`config.mk`:
```
export PLATFORM = sky130hd
export DESIGN_NAME = figure_pos_ctrl
export DESIGN_NICKNAME = d
export VERILOG_FILES = /design/src/rtl/figure_pos_ctrl.sv
export SDC_FILE = /design/constraint.sdc
export NUM_CORES = 1
export LEC_CHECK = 0
export CORE_MARGIN = 1
export CORE_UTILIZATION = 59
export CTS_CLUSTER_SIZE = 8
export DETAILED_ROUTE_END_ITERATION = 8
export GPL_TIMING_DRIVEN = 0
export PLACE_DENSITY = 0.88
export RECOVER_POWER = 25
export SLEW_MARGIN = 5
export SYNTH_ARGS = -nofsm -noshare
export SYNTH_HDL_FRONTEND = slang
export SYNTH_SLANG_ARGS = --single-unit
```
`constraint.sdc`:
```
create_clock -name clk -period 5.21 [get_ports clk]
set_input_delay 1.042 -clock clk [delete_from_list [all_inputs] [get_ports clk]]
set_output_delay 1.042 -clock clk [all_outputs]
set_load 0.02 [all_outputs]
```
`src/rtl/figure_pos_ctrl.sv`:
```
`default_nettype none
// ============================================================================
// Module   : figure_pos_ctrl
// Function : Buffers one figure move per frame, commits it at the start of
//            vertical blanking, and steps the sprite animation frame index.
// Revision : 1.0 - initial release
// ============================================================================
module figure_pos_ctrl #(
    parameter int SCREEN_W    = 800,
    parameter int SCREEN_H    = 600,
    parameter int FIG_W       = 128,
    parameter int FIG_H       = 64,
    parameter int STEP        = 4,
    parameter int INIT_X      = 336,
    parameter int INIT_Y      = 268,
    parameter int ANIM_DIV    = 8,
    parameter int ANIM_FRAMES = 4
) (
    input  logic        clk,
    input  logic        rst,
    input  logic        vblnk,
    input  logic        freeze,
    input  logic        cmd_valid,
    input  logic [1:0]  cmd_dir,
    output logic        cmd_ready,
    output logic [10:0] fig_x,
    output logic [10:0] fig_y,
    output logic [1:0]  anim_frame,
    output logic        frame_tick
);

    localparam int               c_CNT_W     = (ANIM_DIV > 1) ? $clog2(ANIM_DIV) : 1;
    localparam logic [11:0]      c_MAX_X     = 12'(SCREEN_W - FIG_W);
    localparam logic [11:0]      c_MAX_Y     = 12'(SCREEN_H - FIG_H);
    localparam logic [11:0]      c_STEP      = 12'(STEP);
    localparam logic [c_CNT_W-1:0] c_CNT_LAST = c_CNT_W'(ANIM_DIV - 1);
    localparam logic [1:0]       c_ANIM_MASK = 2'(ANIM_FRAMES - 1);

    typedef enum logic [1:0] {
        IDLE  = 2'd0,
        HELD  = 2'd1,
        APPLY = 2'd2
    } state_t;

    state_t             r_state;
    state_t             w_state_nxt;
    logic               w_latch;
    logic [1:0]         r_dir;
    logic               r_vblnk_d;
    logic               r_armed;
    logic               w_rise;
    logic               w_step;
    logic [c_CNT_W-1:0] r_frame_cnt;
    logic [1:0]         r_anim;
    logic               r_tick;
    logic [10:0]        r_x;
    logic [10:0]        r_y;
    logic [10:0]        w_x_nxt;
    logic [10:0]        w_y_nxt;
    logic [11:0]        w_x_ext;
    logic [11:0]        w_y_ext;
    logic [11:0]        w_x_inc;
    logic [11:0]        w_y_inc;

    // r_armed hides a vblnk that is already high when reset is released
    assign w_rise    = vblnk & ~r_vblnk_d & r_armed;
    assign w_step    = w_rise & ~freeze;
    assign cmd_ready = (r_state == IDLE);

    always_ff @(posedge clk or negedge rst) begin
        if (!rst) begin
            r_vblnk_d <= 1'b0;
            r_armed   <= 1'b0;
            r_state   <= IDLE;
            r_dir     <= 2'b00;
        end else begin
            r_vblnk_d <= vblnk;
            r_armed   <= 1'b1;
            r_state   <= w_state_nxt;
            if (w_latch) begin
                r_dir <= cmd_dir;
            end
        end
    end

    always_comb begin
        w_state_nxt = r_state;
        w_latch     = 1'b0;
        case (r_state)
            IDLE: begin
                if (cmd_valid) begin
                    w_latch     = 1'b1;
                    w_state_nxt = HELD;
                end
            end
            HELD: begin
                if (w_step) begin
                    w_state_nxt = APPLY;
                end
            end
            APPLY:   w_state_nxt = IDLE;
            default: w_state_nxt = IDLE;
        endcase
    end

    assign w_x_ext = {1'b0, r_x};
    assign w_y_ext = {1'b0, r_y};
    assign w_x_inc = w_x_ext + c_STEP;
    assign w_y_inc = w_y_ext + c_STEP;

    // Clamped target; a move into a wall yields the unchanged position
    always_comb begin
        w_x_nxt = r_x;
        w_y_nxt = r_y;
        case (r_dir)
            2'b00:   w_x_nxt = (w_x_ext < c_STEP) ? 11'd0 : 11'(w_x_ext - c_STEP);
            2'b01:   w_x_nxt = (w_x_inc > c_MAX_X) ? 11'(c_MAX_X) : 11'(w_x_inc);
            2'b10:   w_y_nxt = (w_y_ext < c_STEP) ? 11'd0 : 11'(w_y_ext - c_STEP);
            default: w_y_nxt = (w_y_inc > c_MAX_Y) ? 11'(c_MAX_Y) : 11'(w_y_inc);
        endcase
    end

    always_ff @(posedge clk or negedge rst) begin
        if (!rst) begin
            r_x <= 11'(INIT_X);
            r_y <= 11'(INIT_Y);
        end else if (r_state == APPLY) begin
            r_x <= w_x_nxt;
            r_y <= w_y_nxt;
        end
    end

    always_ff @(posedge clk or negedge rst) begin
        if (!rst) begin
            r_frame_cnt <= '0;
            r_anim      <= 2'd0;
            r_tick      <= 1'b0;
        end else begin
            r_tick <= w_step;
            if (w_step) begin
                if (r_frame_cnt == c_CNT_LAST) begin
                    r_frame_cnt <= '0;
                    r_anim      <= (r_anim + 2'd1) & c_ANIM_MASK;
                end else begin
                    r_frame_cnt <= r_frame_cnt + 1'b1;
                end
            end
        end
    end

    assign fig_x      = r_x;
    assign fig_y      = r_y;
    assign anim_frame = r_anim;
    assign frame_tick = r_tick;

endmodule
`default_nettype wire

```
==> key figures <==
Setup path
  – CP peak stage delay: 660 ps
  – Cell family with most CP delay: flip-flops
  – CP max-delay cell: dfstp_2
  – WP data arrival: 1600 ps
  – Crit start category: flop
  – Critical path type: reg -> out
  – Crit-path max FO: 10
  – CP required: 4170 ps
  – WP buf/inv: 1
  – Crit end category: output port
  – Critical-path cell list: clkdlybuf4s50_1
  – Reg2Reg Setup Slack: 2800 ps

Global route
  – Vias in the first global route: 1862
  – GR Util All Layers: 27.32%
  – Grt total ovfl: 0
  – Global-route wire length before repair: 8521 µm
  – Largest net degree at the start of global routing: 31
  – Initial antenna violation count: 0

CTS
  – Clk Tree Root Cell: clkbuf_8
  – H-tree Lvls: 2
  – Worst skew pair latency: 290 ps
  – Hold buffer count at CTS: 0
  – Max Buffers Root-to-Sink: 2
  – # resized after CTS: 0
  – Clk slew on worst S/H paths: 70 ps
  – Clock sinks: 30
  – TritonCTS clock tree: done
  – Total CTS buffers: 5
  – Post-CTS Setup Bufs: 0

Logic synthesis
  – Synth Area in Compound Gates: 21.12%
  – Xor/xnor cell area share of the yosys netlist: 1.961%
  – Post-synthesis adder-cell area fraction: 4.482%
  – Mean post-synth cell area: 8.396 µm²
  – Synth cell types: 59
  – Multiplexer share of the synthesized area: 5.938%
  – Primary FF master, synth: dfrtp_1
  – Ys async rst share: 100.0%
  – EDFF count, synth: 0
  – Synth Area in Simple Gates: 25.77%
  – Yosys reg bits: 30
  – Register area share after synthesis: 33.95%
  – Post-Synthesis Cells: 266
  – Largest family of logic cells by synthesized area: simple AND/OR/NAND/NOR gates
  – Post-Syn Area: 0.002233 mm²
  – Yosys warns: 0

Min path
  – Hold WC Path Type: reg -> reg

Layout
  – Final instance area: 0.002719 mm²
  – Commonest non-fill, non-tap cells in the layout: 26 x clkdlybuf4s50_1, 24 x dfrtp_1, 23 x o21ai_0, 22 x nor2_1, 21 x nand2_1
  – Area grow syn2layout: 21.74%
  – FF/Latch Area: 758.2 µm²
  – Core Util, Final: 78.39%
  – ANT cells: 0
  – Filler instances: 249
  – Post-Layout Cell Count: 351
  – Area occupied by multi-input gates: 0.001343 mm²
  – Layout cell share with drive strength beyond 1: 12.13%
  – Fin nets: 319
  – Most common cell after layout, fill and taps aside: clkdlybuf4s50_1

Timing
  – Final Cycle Share: 50.63%
  – RSZ-0062 raised after global routing: no
  – Max Clock Skew: 9.135 ps
  – Final Hold Viols: 0
  – Final WS setup: 2572 ps
  – Setup Total Neg Slack: 0 ps
  – Crit path time final: 2638 ps
  – Setup-failing EPs final: 0
  – Worst-Margin Slew: 1626 ps
  – Relative slew slack: -8.367%
  – Maximum clock rate: 379.1 MHz
  – Slew Viols, Final: 31

Place
  – Place WS: 2660 ps
  – DP Area: 0.002577 mm²
  – Post-DP HPWL: 3792 µm
  – GP Congestion: 0.9333
  – I/O Buffers: 28
  – Cells after DPL: 343

Drt
  – Vias per inst: 6.211
  – Post-DRT Antenna Nets: 0
  – Met1 WL: 2339 µm
  – Routed via count: 2180
  – Post-Route WL: 5285 µm
  – DR top layer: met4
  – Routed wl met3: 450 µm
  – Detailed-route DRC error count: 0
  – Detailed Routing Iterations Pass 1: 7
  – Initial drt markers: 365
  – WL per Instance: 15.06 µm
  – Met2 wire len: 2431 µm

Floorplan
  – Site row count: 21
  – DIE WIDTH: 63.53 µm
  – Core ar.: 0.003468 mm²
  – Overall die height: 63.53 µm
  – Top Ports: 33
  – Starting Density: 64.39%
  – Die area: 0.004035 mm²

Outcome
  – Status: complete, but fails checks
  – Failing checks: capacitance limit, slew limit

Power
  – Peak supply drop: 0.2537 mV
  – Pwr dens: 389.2 mW/mm²
  – Leak Pwr: 1.087 nW

Job
  – Max cap viols: 1
## where the power goes
| part | internal [mW] | total (mW) | switching (mW) |
|---|---|---|---|
| Sequential | 0.288 | 0.361 | 0.0731 |
| Clock | 0.204 | 0.299 | 0.0952 |
| Combinational | 0.173 | 0.398 | 0.225 |
## logic make-up after synthesis
kind of cell | after synthesis
muxes | 12
other | 2
DFF | 30
adders and majority gates | 8
and+or+nand+nor | 104
xor gates and xnor gates | 5
AOI/OAI and AO/OA | 74
buffers and inverters | 31
## path summary, 6_finish.rpt
check,from,end,depth (start not counted)
worst max-delay path,fig_y[2]$_DFFE_PN1P_,fig_y[2],1
worst min-delay path,anim_frame[1]$_DFFE_PN0P_,anim_frame[1]$_DFFE_PN0P_,1
worst max register to register,fig_x[2]$_DFFE_PN0P_,fig_x[7]$_DFFE_PN0P_,8
worst min register to register,anim_frame[1]$_DFFE_PN0P_,anim_frame[1]$_DFFE_PN0P_,1
max in group asynchronous,rst,fig_y[9]$_DFFE_PN0P_,1
min in group asynchronous,rst,fig_x[9]$_DFFE_PN0P_,1
## per-stage QoR
stage	hold slack, ps	total power, mW
6_report	478.5	1.058
3_5_place_dp	469.8	0.7550
4_1_cts	482.5	1.055
3_3_place_gp	463.9	0.7398
2_1_floorplan	476.0	0.6167
5_1_grt	495.5	1.113
## area by class of cell
cell class	count	share of cell area (%)
clock inverter	2	2.209
multi-input combinational	208	49.38
timing repair buffer	28	10.08
tap	46	2.117
clock buffer	6	3.037
sequential	30	27.89
inverter	11	1.519
buffer	20	3.774
## Yosys cell counts (all sizes together), types with 3 or more instances
cell type / count / area (µm²)
a211oi: 3 / 22.52
a21oi: 12 / 60.06
a22o: 3 / 26.28
a22oi: 3 / 22.52
a31oi: 4 / 25.02
a32oi: 3 / 26.28
and2: 3 / 18.77
buf: 9 / 60.05
clkbuf: 11 / 42.54
dfrtp: 24 / 600.6
dfstp: 6 / 157.7
ha: 8 / 100.1
inv: 11 / 41.29
mux2: 7 / 82.57
mux2i: 5 / 50.05
nand2: 21 / 78.83
nand2b: 3 / 18.77
nand3: 12 / 60.06
nand3b: 3 / 22.52
nor2: 22 / 82.58
nor2b: 4 / 25.02
nor3: 9 / 45.04
nor4: 4 / 40.04
o21ai: 29 / 145.1
o22ai: 4 / 25.02
or3: 4 / 25.02
xnor2: 4 / 35.03
## per-layer routing
layer  up-vias  GRT usage (%)
li1       1042              -
met1      1010          37.08
met2       120          43.09
met3         8          5.797
met4         0          8.807
met5         -              0
## sequential cells by signal (all words and copies together), names as in the netlist
name and cells:
anim_frame 2, fig_x 9, fig_y 9, frame_tick 1
r_armed 1, r_dir 2, r_frame_cnt 3, r_state 2
r_vblnk_d 1
Power figures use the tool's default switching activity.
